File: src/rtl/water_level_monitor.sv
// Multi-channel water-level monitor: per-channel persistence filter, sticky fault
// alarm, and a seven-segment display that scans the channels automatically.
module water_level_monitor #(
  parameter int NCH         = 2,
  parameter int NSTABLE     = 4,
  parameter int SCAN_CYCLES = 8,
  localparam int IW         = (NCH > 1) ? $clog2(NCH) : 1
) (
  input  logic               clk_2,
  input  logic               reset,
  input  logic [2*NCH-1:0]   sensor,
  input  logic               ack,
  input  logic               hold,
  output logic [2*NCH-1:0]   level,
  output logic [NCH-1:0]     alarm,
  output logic               any_alarm,
  output logic [IW-1:0]      ch_idx,
  output logic [7:0]         SEG
);

  localparam int CW = $clog2(NSTABLE + 1);
  localparam int SW = (SCAN_CYCLES > 1) ? $clog2(SCAN_CYCLES) : 1;
  localparam logic [CW-1:0] CNT_FULL  = CW'(NSTABLE);
  localparam logic [SW-1:0] SCAN_LAST = SW'(SCAN_CYCLES - 1);
  localparam logic [IW-1:0] CH_LAST   = IW'(NCH - 1);

  logic [NCH-1:0][1:0]    cand_q, cand_d;
  logic [NCH-1:0][CW-1:0] cnt_q, cnt_d;
  logic [NCH-1:0][1:0]    level_q, level_d;
  logic [NCH-1:0]         alarm_q, alarm_d;
  logic [SW-1:0]          scan_q, scan_d;
  logic [IW-1:0]          ch_idx_q, ch_idx_d;

  function automatic logic [6:0] letter(input logic [1:0] code);
    case (code)
      2'b00:   letter = 7'h5F;
      2'b01:   letter = 7'h54;
      2'b10:   letter = 7'h7C;
      default: letter = 7'h5E;
    endcase
  endfunction

  // Filter and alarm next-state; alarm set/clear both look at the updated level
  always_comb begin
    cand_d  = cand_q;
    cnt_d   = cnt_q;
    level_d = level_q;
    alarm_d = alarm_q;
    for (int i = 0; i < NCH; i++) begin
      if (sensor[2*i +: 2] != cand_q[i]) begin
        cand_d[i] = sensor[2*i +: 2];
        cnt_d[i]  = CW'(1);
      end else if (cnt_q[i] != CNT_FULL) begin
        cnt_d[i] = cnt_q[i] + CW'(1);
      end
      if (cnt_d[i] == CNT_FULL)
        level_d[i] = cand_d[i];
      if (level_d[i] == 2'b11)
        alarm_d[i] = 1'b1;
      else if (ack)
        alarm_d[i] = 1'b0;
    end
  end

  always_comb begin
    scan_d   = scan_q;
    ch_idx_d = ch_idx_q;
    if (!hold) begin
      if (scan_q == SCAN_LAST) begin
        scan_d   = '0;
        ch_idx_d = (ch_idx_q == CH_LAST) ? '0 : ch_idx_q + IW'(1);
      end else begin
        scan_d = scan_q + SW'(1);
      end
    end
  end

  always_ff @(posedge clk_2 or posedge reset) begin
    if (reset) begin
      cand_q   <= {NCH{2'b01}};
      cnt_q    <= {NCH{CNT_FULL}};
      level_q  <= {NCH{2'b01}};
      alarm_q  <= '0;
      scan_q   <= '0;
      ch_idx_q <= '0;
    end else begin
      cand_q   <= cand_d;
      cnt_q    <= cnt_d;
      level_q  <= level_d;
      alarm_q  <= alarm_d;
      scan_q   <= scan_d;
      ch_idx_q <= ch_idx_d;
    end
  end

  assign level     = level_q;
  assign alarm     = alarm_q;
  assign any_alarm = |alarm_q;
  assign ch_idx    = ch_idx_q;
  assign SEG       = {alarm_q[ch_idx_q], letter(level_q[ch_idx_q])};

endmodule

File: config.mk
export PLATFORM = sky130hd
export DESIGN_NAME = water_level_monitor
export DESIGN_NICKNAME = d
export VERILOG_FILES = /design/src/rtl/water_level_monitor.sv
export SDC_FILE = /design/constraint.sdc
export NUM_CORES = 1
export LEC_CHECK = 0
export BUFFER_PORTS_ARGS = -buffer_cell sky130_fd_sc_hd__buf_2
export CORE_UTILIZATION = 53
export DETAILED_ROUTE_END_ITERATION = 16
export GPL_TIMING_DRIVEN = 1
export PLACE_DENSITY = 0.78
export SLEW_MARGIN = 25
export SYNTH_ARGS = -nofsm -noshare
export SYNTH_HDL_FRONTEND = slang
export SYNTH_SLANG_ARGS = --single-unit
export TNS_END_PERCENT = 10
File: constraint.sdc
create_clock -name clk_2 -period 1.95 [get_ports clk_2]
set_clock_uncertainty 0.1 [all_clocks]
set_input_delay 0.585 -clock clk_2 [delete_from_list [all_inputs] [get_ports clk_2]]
set_output_delay 0.585 -clock clk_2 [all_outputs]
set_load 0.1 [all_outputs]
# Word-level counts from Yosys, hierarchy flattened
# Cells that the tools add are included.
[word_totals]
rom_bits = 0
inputBits = 8
word_cells = 50
latch_bits = 0
register_bits = 20
memories = 0
output_inout_bits = 16
mem_bits_rw = 0
[classes]
div = 0
eq_ne = 11
shift = 0
magnitude_cmp = 1
multipliers = 0
mux = 18
n_addsub = 4
bitwise = 1
n_reduce_logical = 5
[op_table]
columns = ["operator", "n"]
rows = [
  ["6-bit case mux with 3 select lines", 1],
  ["3-bit two-way mux", 5],
  ["2-bit two-way mux", 6],
  ["3-bit by 1-bit adder with 3-bit output, second input constant", 3],
  ["3-bit equality test, second input constant", 3],
  ["2-bit equality test, second input constant", 3],
  ["1-bit two-way mux", 6],
  ["3-bit != test, second input constant", 2],
  ["2-bit != test", 2],
  ["2-bit nonzero test", 2],
  ["2-bit by 1-bit equality test with 1-bit output, second input constant", 1],
  ["2-bit logical NOT", 1],
  ["1-bit by 2-bit < comparator with 1-bit output, second input constant", 1],
  ["2-bit AND reduction", 1],
  ["2-bit OR reduction", 1],
  ["1-bit adder, second input constant", 1],
  ["1-bit inverter", 1],
]

# Logic depth before layout (Yosys ltp)
# Gate-level depths: netlist of the first run.
[depth]
word_depth = 7
mapped_depth = 6
depth_no_buf = 6

# Worst setup path after synthesis of the first run
# OpenSTA, ideal clock, no wires.
[synth_timing]
kind = "reg-to-output"
start = "register ch_idx_q, in the netlist ch_idx"
end = "output port SEG[1]"
stages_incl_launch_ff = 4
slack_ps = -946
t_arrival_ps = 2211
n_path_buf = 0
required_time_ps = 1265
path_cell_list = "dfrtp_1 mux2i_1 ha_1 inv_1"
[synth_between]
elab_chain_cells = 4
elab_cells_between_ends = 6
classes_between = "eq/ne (2); mux (3); reduce/logical (1)"
[synth_lines]
columns = ["element", "line_no", "text"]
rows = [
  ["start: declaration", "32", "logic [IW-1:0] ch_idx_q, ch_idx_d;"],
  ["start signal: assignment", "92", "ch_idx_q <= ch_idx_d;"],
  ["2-bit two-way mux (not written as such) * (2 in series)", "100", "assign SEG = {alarm_q[ch_idx_q], letter(level_q[ch_idx_q])};"],
  ["2-bit equality test, or another cell as far along", "35", "case (code)"],
  ["6-bit case mux with 3 select lines *", "35", ""],
  ["end: declaration", "18", "output logic [7:0] SEG"],
]
# Every way passes the cells marked *; elsewhere a longest branch is shown, timed or not. The select of a mux whose other input is x is not followed.

# Worst setup path after layout of the first run
[layout_timing]
start = "register ch_idx_q, in the netlist ch_idx"
end = "output port SEG[3]"
# Same word-level chain as after synthesis.

==> results of run 1 <==
## worst min path at each step
stage / startpoint / cells after the start / slack [ns] / to
finish: reset / 3 / 0.19 / cnt_q[4]
global route: reset / 3 / 0.20 / cnt_q[4]
CTS: reset / 3 / 0.18 / cand_q[3]
detailed placement: scan_q[1] / 2 / 0.40 / scan_q[1]
global placement: scan_q[1] / 2 / 0.37 / scan_q[1]
floorplan: scan_q[1] / 2 / 0.36 / scan_q[1]
## cell usage after synthesis (3+ instances only)
cell / count
dfrtp_1: 14
nand2_1: 10
ha_1: 9
inv_1: 9
nor2_1: 7
xnor2_1: 7
dfstp_2: 6
mux2i_1: 5
a21oi_1: 4
clkbuf_1: 4
mux2_4: 4
buf_4: 3
## sequential cells by signal, summed over array words and instances (netlist names)
signal	count
cnt_q	6
cand_q	4
level	4
scan_q	3
alarm	2
ch_idx	1
## worst register-to-register path, cell delays in order, from the launching register on
cell and delay, ns:
dfrtp_2 0.44, inv_1 0.06, ha_1 0.23, nand2_2 0.12
mux2i_2 0.28, o211ai_2 0.19, mux2_4 0.33
## what timing repair did
item | CTS | global route
setup endpoints to repair | 7 | 11
resized for setup | 2 | 7
pin swaps | 0 | 1
## through the flow
step | area (µm²) | std cells | utilization, %
5_1_grt | 1500 | 155 | 75.6
6_report | 1500 | 155 | 75.6
2_1_floorplan | 1210 | 107 | -
4_1_cts | 1480 | 155 | 74.6
3_5_place_dp | 1440 | 151 | 72.5
3_3_place_gp | 1440 | 151 | 72.5
## routing by layer
layer / wire length (µm) / vias up
li1: - / 381
met1: 857 / 389
met2: 1140 / 15
met3: 57 / 4
met4: 25 / 0
met5: 0 / -
## logic make-up after synthesis
group                    after synthesis  synth area share (%)
AND/OR/NAND/NOR                       29                  12.2
flip-flops                            20                  45.0
AO/OA/AOI/OAI                         11                  7.09
multiplexers                          12                  13.7
XOR/XNOR                               7                  5.43
other                                  1                 0.332
adder cells (fa/ha/maj)                9                  9.97
buffers and inverters                 16                  6.31
## final cells by class
cell class / count / area, µm² / area share (%)
Inverter: 9 / 41.3 / 2.75
Multi-Input combinational cell: 71 / 604 / 40.3
Sequential cell: 20 / 528 / 35.2
Tap cell: 27 / 33.8 / 2.25
Timing Repair Buffer: 24 / 255 / 17.0
Clock buffer: 4 / 36.3 / 2.42
==> results, run 1 <==
- The number of warnings issued by yosys is 0.
- Hold timing on the final database bottoms out at a slack of between 0.15 and 0.2 ns.
- Summed over all nets, the half-perimeter wirelength after detailed placement is between 1.5 and 2 mm.
- Summed over its instances, the top area cell type makes up 31.0% of the synthesized netlist area.
- In this run the worst setup path terminates at SEG[3].
- Global routing finished with a remaining overflow of 0.
- The total setup buffers inserted after CTS is 0.
- The layout has between 100 and 150 filler cells.
- The standard-cell row count is 16.
- The placeable core area is 0.00198 mm².
- The routed wire length per instance is 13.4 µm.
- The final setup slack of the worst path is -0.318 ns.
- The mapped netlist covers 0.00113 mm².
- The tool flagged a number of max-cap violations equal to 0.
- For this design, the slowest cell found on the critical path is dfrtp_4.
- The number of antenna-violating nets in the routed design is 0.
- The number of clock buffers added by TritonCTS is 3.
- The count of TritonRoute iterations in the first routing pass is 3.
- The vertical die dimension is roughly 48 µm.
- The number of endpoints with negative hold slack in the final report is 0.
- Clock-pin slew was measured on the worst setup and hold paths at 0.11 ns.
- Sequential elements use 45.0% of the synthesized area.
- The starting density of the core is between 50 and 60%.
- The launch point of the critical path is ch_idx.
- The run finished, with violations left.
- The total inserted antenna cells is 0.
- Entering global routing, the biggest net connects 21 pins.
- During placement, the flow inserted port buffers numbering 20.
- Summed over all failing endpoints, the final setup total negative slack is -1.20 ns.
- The number of buffers inserted by hold repair at cts is 0.
- The clock latency reported for the late side of the worst-skew pair is 0.29 ns.
- The die is roughly 48 µm wide.
- In the global route stage, met3 resource usage came out at 4.81%.
- The async set-or-reset flop fraction in the synthesized netlist is 100%.
- The prevailing post-synth register cell is dfrtp_1.
- In this run the most used layer during global routing was met2.
- The total setup violations reported at the end of the flow is 5.
- The part of the cycle the worst path needs is 116%.
- The top cell family by delay on the critical path is flip-flops.
- Traced cell by cell, the critical path runs through mux2i_4 -> ha_2 -> clkinvlp_4 -> buf_12.
- For this run, the top clock speed supported by timing is between 400 and 500 MHz.
- The clock tree root buffer cell is clkbuf_4.
- On the worst path, the slowest cell contributes a delay of 0.48 ns.
- The highest net fanout along the worst path is 3.
- The number of pins exceeding their max-slew limit in the final report is 0.
- The relative area change from synthesis to final layout is 32.7%.
- The buffers plus inverters on the worst setup path is 2.
- The fraction of layout instances using a drive strength above 1 is 46.1%.
- The maximum clock path buffer count is 2.
- The setup path with the least slack is of type flop to output pin.
- The leading cell type in the layout, fill and taps excluded is buf_2.
- In this run the critical register-to-register path is captured at level[1].
- TritonCTS built the clock tree.
- Yosys mapped the design onto 26 distinct sky130hd cell types.
- In this run, synthesis produced a sequential element count of 20.
- The reg-to-reg critical path startpoint is cnt_q[0].
- In the global route stage, met2 resource usage came out at a little under two fifths.
- The I/O pin count is 24.
- The path class of the tightest hold or removal check is input port to asynchronous set/reset pin.
- Counting every sink on the clock net gives 20.
- The detailed-route DRC error count is 0.
- The met1 capacity usage during global routing is 23.8%.
- The first global-routing pass estimated around 3.3 mm of wire.
- The top cell types in the final layout, fill and taps aside, are buf_2 (11), nand2_1 (10), dfrtp_1 (10).
- The post-layout net count is ~150.
- The number of cells on the critical path is 4.
- Global routing consumed, over all layers together, a little over a fifth of the routing resources.
- The count of routing violations after the opening detailed-route iteration is 4.
- Setup repair after global routing could not meet its margin everywhere.
- The routed design has 2.08 mm of wire.
- For the worst flop-to-flop path, the logic depth is 6.
- The startpoint type of the worst setup path is a flop.
- The cell type with the largest total area after synthesis is dfrtp_1.
- Ranked by total cell area, the synthesized netlist is headed by dfrtp_1 (31%), dfstp_2 (14%), ha_1 (10%).
- The number of antenna violations at the first check in global routing is 0.
- The mean area per synthesized cell is 10.8 µm².
- Data on the critical path arrives at its endpoint at 1.58 ns.
- The checks that failed: negative setup slack.
- In this run the number of H-tree levels came out at 1.
- The average via count per standard cell is 5.09.
- The number of global-route vias before repair is 791.
- The count of flip-flops with a built-in enable after synthesis is 0.
- The type of element capturing the critical path is an output pin.
- The smallest clock period supported by the final layout is computed as 2.27 ns.
- The cell count after synthesis is 105.
- The floorplan step defined a die boundary enclosing 0.00232 mm².
- For flop-to-flop paths, the worst setup slack is 0.08 ns.
- At the worst endpoint, the required time is 1.26 ns.
- The detailed router placed 789 vias in this run.
- OpenSTA, run right after detailed placement, puts the worst setup slack at 0.0131 ns.
- The congestion estimate from routability-driven global placement came to between 0.6 and 0.7.
Power of run 1 is not shown: default switching activity piles up to over one toggle a cycle in this logic, so the estimate is an artifact.
==> inputs of run 2 (changes only) <==
TNS_END_PERCENT = default   (was 10)
clock period = 2.6 ns   (was 1.95 ns; I/O delays follow)
==> run 2 against run 1 <==
Compared with the run above:
- the flow now finishes without violations
- sequential cell count unchanged
- critical path depth did not move
- sequential share of layout area grew 4.1 points
- non-clock buffer count shrank 4
- count of clock-buffer cells in the layout stayed put
- final area shrank 12%
- global-route usage fell by 2.7 points
- utilization fell by 9.0 points
- die area is the same
- via count decreased by 5.8%
- setup slack improved by 0.41 ns
- critical path type unchanged
- critical endpoint is now SEG[1]
- highest routed layer unchanged
==> results, run 2 (same netlist as run 1, synthesis figures left out) <==
- The run finished with clean final reports.
- The total global routing overflow is 0 (unchanged).
- The full die area is 0.00232 mm² (unchanged).
- The library cells used most frequently in the layout, excluding fill and tap cells, are buf_2 (16), dfrtp_1 (11), nand2_1 (10).
- The type of the setup path with the least slack is flop to output pin.
- The number of buffers inserted by hold repair at cts was 0 (unchanged).
- The total inserted antenna cells is 0 (unchanged).
- The H-tree depth came to 1 (unchanged).
- The maximum clock path buffer count was 2 (unchanged).
- The number of antenna-violating nets in the routed design is 0 (unchanged).
- The floorplan die width is 48.2 µm (unchanged).
- Leaving out fill and tap cells, the most frequent cell in the layout is buf_2.
- For the pin with the worst max-slew slack, the measured transition is 0.725 ns.
- The via count of the routed design is 743 (-5.8%).
- The routed wire length per instance is 11.2 µm (-17%).
- The worst path uses between 90% and 100% of the clock period.
- The number of global-route vias before repair is 684 (-14%).
- The largest net degree at the start of global routing came to 21 (unchanged).
- The path category of the worst min-delay check is flop to flop.
- The clock tree from TritonCTS is yes.
- The relative area change from synthesis to final layout is 16.9%.
- The startpoint type of the worst setup path is a flop.
- The clock sink total came to 20 (unchanged).
- The fraction of layout instances using a drive strength above 1 is 38.7% (-7.4 points).
- The clock buffer count from CTS came to 3 (unchanged).
- The detailed-route DRC error count is 0 (unchanged).
- The count of TritonRoute iterations in the first routing pass is 4 (+1).
- The delay of the slowest cell on the worst path is 0.65 ns (+0.17 ns).
- The worst path needs roughly 2.5 ns of the cycle, external delays included.
- In this design, the largest share of critical-path delay is due to flip-flops.
- The critical path goes through mux2i_2 -> ha_1 -> clkinvlp_4 -> buf_12.
- The vertical die dimension is 48.2 µm (unchanged).
- The standard-cell row count is 16 (unchanged).
- The slowest cell on the critical path is dfstp_4.
- The clock-pin slew on the worst setup and hold paths is 0.11 ns (about the same).
- The half-perimeter wire length of the detailed placement result came to 1.35 mm (-22%).
- Setup repair after global routing left no endpoint under its margin.
- The number of cells on the worst reg-to-reg path is 6 (unchanged).
- The critical path data required time is 1.72 ns (+0.46 ns).
- The global-route wire length before repair is 2.87 mm (-12%).
- Clock tree synthesis selected as its root buffer the cell clkbuf_4.
- The global-route total usage across every layer is 18.3% (-2.7 points).
- The I/O pin count came to 24 (unchanged).
- The flip-flop count of the largest register, all copies and words added is 6 (unchanged).
- The number of cells on the critical path was 4 (unchanged).
- The number of pins exceeding their max-slew limit in the final report is 0 (unchanged).
- The number of endpoints with negative hold slack in the final report is 0 (unchanged).
- The average via count per standard cell is 4.92 (-3.3%).
- Headroom to the max-slew limit came out at 51.6%.
- The worst hold path passes through 2 cells.
- The worst setup path is captured at an output pin.
- The maximum frequency from static timing analysis is 399 MHz.
- The area of all placed cells without fillers is 0.00132 mm² (-12%).
- The placed standard-cell area is 0.00128 mm² (-11%).
- The clock latency reported for the late side of the worst-skew pair came to 0.28 ns (about the same).
- The starting density of the core is 57.0% (unchanged).
- The worst path arrival time is 1.63 ns (+0.05 ns).
- The number of antenna violations at the first check in global routing is 0 (unchanged).
- The count of routing violations after the opening detailed-route iteration is 1 (-3).
- The number of I/O port buffers is 20 (unchanged).
- The placer's final routability congestion estimate is 0.731 (+6.0%).
- The top register by number of flip-flops is cnt_q.
- The final routed wirelength across all metal layers came to 1.69 mm (-19%).
- The buffers plus inverters on the worst setup path was 2 (unchanged).
- The post-layout net count is 142 (-2.7%).
- The total setup violations reported at the end of the flow was 0 (-5).
- The filler cell count in the final layout is 153 (+28%).
- The final design utilization is 66.7% (-9.0 points).
- The placeable core area is 0.00198 mm² (unchanged).
- The number of maximum-capacitance constraint violations is 0 (unchanged).
- The highest net fanout along the worst path was 4 (+1).
==> run 2: cell types whose count changed in the layout (fill, tap and decap cells not counted), moves of 2 or more <==
cell,change
dfrtp_4,-3
buf_6,-4
mux2i_4,-2
ha_1,+3
ha_2,-2
buf_2,+5
clkbuf_4,+2
buf_4,-2
dfrtp_2,+2
buf_12,-5
==> run 2: timing repair <==
| action | in CTS | in global routing |
|---|---|---|
| buffers inserted | 0 | 0 |
| resized for setup | 0 | 4 |
| endpoints found under the hold margin | 0 | 0 |
| endpoints found under the setup margin | 0 | 4 |
==> run 2: worst paths after layout <==
check	to	slack, ns	start
worst max-delay path	SEG[1]	0.09	level[0]
worst min-delay path	scan_q[1]	0.42	scan_q[1]
worst max register to register	level[1]	0.75	cnt_q[0]
worst min register to register	scan_q[1]	0.42	scan_q[1]
max in group asynchronous	level[3]	1.40	reset
min in group asynchronous	cand_q[1]	0.49	reset
==> run 2: per-layer routing <==
layer / routed length (µm) / vias to the layer above / GRT usage, %
met4: 13 / 0 / 8.33
met3: 57 / 2 / 2.22
met1: 839 / 351 / 23.8
li1: - / 373 / -
met5: 0 / - / 0
met2: 776 / 17 / 30.4
==> run 2: worst min-delay path, cell delays in order, from the launching register on <==
cell and delay, ns:
dfrtp_1 0.37, nand2_1 0.06, o21ai_0 0.06
==> run 2: final cells by class <==
| type | count | area, µm² | area share, % |
|---|---|---|---|
| Timing Repair Buffer | 20 | 135 | 10.2 |
| Multi-Input combinational cell | 71 | 566 | 42.8 |
| Tap cell | 27 | 33.8 | 2.56 |
| Sequential cell | 20 | 519 | 39.3 |
| Inverter | 9 | 41.3 | 3.12 |
| Clock buffer | 4 | 26.3 | 1.99 |
==> run 2: stage by stage <==
| stage | setup WS, ns | hold slack (ns) | cells | TNS (ns) |
|---|---|---|---|---|
| final | 0.0928 | 0.418 | 151 | 0 |
| after global routing | 0.0281 | 0.471 | 151 | 0 |
| after CTS | 0.0325 | 0.418 | 151 | 0 |
| after detailed placement | 0.371 | 0.393 | 147 | 0 |
| after global placement | 0.396 | 0.381 | 147 | 0 |
| after floorplan | -0.146 | 0.355 | 107 | -0.292 |
Power of run 2 is left out for the same reason.
==> inputs of run 3 (changes only) <==
ABC_AREA = 1   (was default)
CORE_UTILIZATION = 54   (was 53)
MAX_ROUTING_LAYER = met4   (was default)
==> run 3 against run 2 <==
Compared with the run above:
- setup slack worse by 0.026 ns
- sequential share of layout area decreased by 4.5 points
- first-iteration DRC count grew to 10 times the previous value
- synthesized area is 9.3% higher
- global-route usage up 3.6 points
- utilization rose by 6.1 points
- synthesized cell count rose by 50%
- register-to-register slack improved by 0.22 ns
==> results, run 3 <==
- The fraction of layout instances using a drive strength above 1 came to 37.6% (-1.1 points).
- The cell type with the largest total area after synthesis is dfrtp_1.
- The worst path arrival time is 1.65 ns (+0.02 ns).
- The global-route total usage across every layer is 21.8% (+3.6 points).
- The area share of the largest cell type after synthesis came to 28.4% (-2.6 points).
- The floorplan die width is 49.8 µm (+3.4%).
- The fraction of power spent switching nets is 54.6%.
- The clock latency reported for the late side of the worst-skew pair is 0.30 ns (+0.02 ns).
- The total global routing overflow is 0 (unchanged).
- The relative area change from synthesis to final layout is 21.6%.
- The setup total negative slack is 0 ns (unchanged).
- The post-synthesis instance area came to 0.00123 mm² (+9.3%).
- The average via count per standard cell is 4.88 (-0.76%).
- The worst-case IR drop observed on VDD is 0.922 mV.
- The share of total power dissipated in combinational logic is 67.4%.
- The final setup slack of the worst path is 0.0666 ns (-0.0261 ns).
- The clock buffer count from CTS is 3 (unchanged).
- The maximum frequency from static timing analysis is 395 MHz (-1.0%).
- The total setup violations reported at the end of the flow was 0 (unchanged).
- The part of the cycle the worst path needs was 97.4% (+1.0 points).
- Setup repair after global routing left no endpoint under its margin.
- The post-layout net count was 196 (+38%).
- The library cell used most frequently in the layout, excluding fill and tap cells, is nand2_1.
- The maximum clock path buffer count was 2 (unchanged).
- The final critical path time including I/O delays and setup is 2.53 ns (+0.0261 ns).
- The final routed wirelength across all metal layers came to 2.23 mm (+32%).
- The detailed-route DRC error count is 0 (unchanged).
- The number of pins exceeding their max-slew limit in the final report is 0 (unchanged).
- The clock tree from TritonCTS is yes.
- The number of antenna violations at the first check in global routing is 0 (unchanged).
- The vertical die dimension is 49.8 µm (+3.4%).
- The standard-cell row count came to 16 (unchanged).
- The filler cell count in the final layout is 158 (+3.3%).
- Summed over all cells, the static leakage comes to 0.807 nW.
- The async set-or-reset flop fraction in the synthesized netlist came to 100% (unchanged).
- The count of TritonRoute iterations in the first routing pass is 4 (unchanged).
- The highest net fanout along the worst path was 3 (-1).
- The largest net degree at the start of global routing was 21 (unchanged).
- The starting density of the core was 59.9% (+2.9 points).
- The type of the setup path with the least slack is flop to output pin.
- The flow ran to the end, and the final reports show no timing, DRC or antenna violations.
- The clock sink total is 20 (unchanged).
- The number of antenna-violating nets in the routed design came to 0 (unchanged).
- By area the synthesized netlist is led by dfrtp_1 (28%), nand2_1 (15%), dfstp_2 (13%).
- By count the netlist is led by nand2_1 (50), inv_1 (22), dfrtp_1 (14).
- The clock tree root buffer cell is clkbuf_4.
- In the synthesized netlist the dominant register cell turns out to be dfrtp_1.
- The H-tree depth came to 1 (unchanged).
- The cell count after synthesis is 158 (+50%).
- The full die area came to 0.00248 mm² (+7.0%).
- The via count of the routed design is 1001 (+35%).
- The placeable core area was 0.00206 mm² (+4.0%).
- The number of endpoints with negative hold slack in the final report is 0 (unchanged).
- The number of warnings issued by yosys is 0 (unchanged).
- The flip-flop count of the largest register, all copies and words added is 6 (unchanged).
- The mean area per synthesized cell is 7.82 µm² (-27%).
- The number of distinct standard cells referenced by the synthesized netlist came to 20 (-23%).
- The switching power is 1.00 mW.
- The critical path data required time is 1.72 ns (about the same).
- The half-perimeter wire length of the detailed placement result is 1.85 mm (+37%).
- The number of synthesized register bits was 20 (unchanged).
- The count of routing violations after the opening detailed-route iteration is 10 (+9).
- The most common cell in the synthesized netlist is nand2_1.
- STA classifies the critical path endpoint as an output pin.
- The global-route wire length before repair is 3.94 mm (+37%).
- In the layout the commonest cells are nand2_1 (50), inv_1 (19), buf_2 (16).
- The total inserted antenna cells was 0 (unchanged).
- The top register by number of flip-flops is cnt_q.
- The routed wire length per instance is 10.9 µm (-2.5%).
- The worst setup path is launched from a flop.
- The I/O pin count is 24 (unchanged).
- The transition time at the pin with the least slew margin is 0.737 ns (+0.0127 ns).
- The max-slew headroom at the worst pin was 50.8% (-0.85 points).
- The number of maximum-capacitance constraint violations is 0 (unchanged).
- The cell internal power dissipation is just over 800 µW.
- The share of the yosys chip area belonging to registers is 41.1% (-3.8 points).
- The sequential cell fraction of total power is 24.3%.
- The number of I/O port buffers is 20 (unchanged).
- The relative contribution of the clock network to total power is 8.4%.
- The number of global-route vias before repair is 992 (+45%).
- The placer's final routability congestion estimate is 0.801 (+9.6%).
- The clock-pin slew on the worst setup and hold paths is 0.11 ns (about the same).
- The post-place setup slack is 0.365 ns (-0.00563 ns).
- The count of flip-flops with a built-in enable after synthesis came to 0 (unchanged).
- The path category of the worst min-delay check is flop to flop.
- Dividing total power by cell area gives a power density of 1220 mW/mm².
- The design draws roughly 1.8 mW.
[run 3: changes by cell type after synthesis, moves of 3 or more]
cell and change:
inv_1 +13, mux2_4 -4, mux2i_1 -5, nand2_1 +40, nand2_2 +9, nand3_1 +12, nor2_1 -3, nor2_2 +4
nor2_4 +4, xnor2_1 -7
[run 3: critical path, stage by stage, from the launching register on]
cell        delay (ns)
dfstp_4           0.63
or2_4             0.12
o21ai_4           0.06
ha_4              0.27
clkinvlp_4        0.09
buf_12            0.17
[run 3: final timing paths]
kind                            startpoint   endpoint  slack [ns]  depth (start not counted)
worst max register to register    cnt_q[3]   alarm[1]        0.97                         11
worst max-delay path              level[2]     SEG[1]        0.07                          5
min in group asynchronous            reset  scan_q[2]        0.47                          2
max in group asynchronous            reset     ch_idx        1.37                          2
worst min register to register   scan_q[0]  scan_q[0]        0.38                          1
worst min-delay path             scan_q[0]  scan_q[0]        0.38                          1
[run 3: cell families (layout without fill, tap and decap cells)]
family / Yosys count / after routing / synth area share (%)
and+or+nand+nor: 90 / 90 / 35.7
buffers and inverters: 31 / 49 / 10.3
DFF: 20 / 20 / 41.1
adders and majority gates: 9 / 9 / 9.12
AOI/OAI and AO/OA: 6 / 6 / 2.74
other: 1 / 3 / 0.304
xor gates and xnor gates: 1 / 1 / 0.709
[run 3: layout make-up]
class / count / area [µm²] / area share (%)
inverters: 24 / 100 / 6.67
clock buffers: 4 / 26.3 / 1.75
repair buffers: 21 / 168 / 11.2
flip-flops and latches: 20 / 522 / 34.7
multi-input cells: 109 / 652 / 43.4
well taps: 27 / 33.8 / 2.25
[run 3: metal layers]
layer | share of wire (%) | track usage, % | wire length (µm)
met4 | 2.0 | 9.05 | 44
met2 | 49 | 37.8 | 1090
met3 | 2.1 | 2.78 | 46
met5 | 0 | - | 0
met1 | 47 | 25.3 | 1060
[run 3: per-stage QoR]
stage                     utilization [%]  hold slack [ns]  instance area (µm²)  instances
after floorplan                         -            0.346                 1300        160
after global placement               70.7            0.362                 1460        200
after detailed placement             70.7            0.376                 1460        200
after CTS                            72.0            0.392                 1480        204
after global routing                 72.8            0.422                 1500        205
final                                72.8            0.383                 1500        205
[run 3: repair_timing]
| item | in CTS | in global routing |
|---|---|---|
| buffers inserted | 0 | 1 |
| hold buffers | 0 | 0 |
| setup endpoints to repair | 0 | 2 |
| gates resized for setup | 0 | 2 |
[run 3: power by group through the flow]
stage / registers [mW] / logic (mW) / clock network, mW
after CTS: 0.438 / 1.22 / 0.157
final: 0.445 / 1.23 / 0.153
after global routing: 0.454 / 1.29 / 0.169
after floorplan: 0.623 / 0.755 / 0
after global placement: 0.439 / 1.20 / 0
after detailed placement: 0.444 / 1.22 / 0
Power figures use the tool's default switching activity.
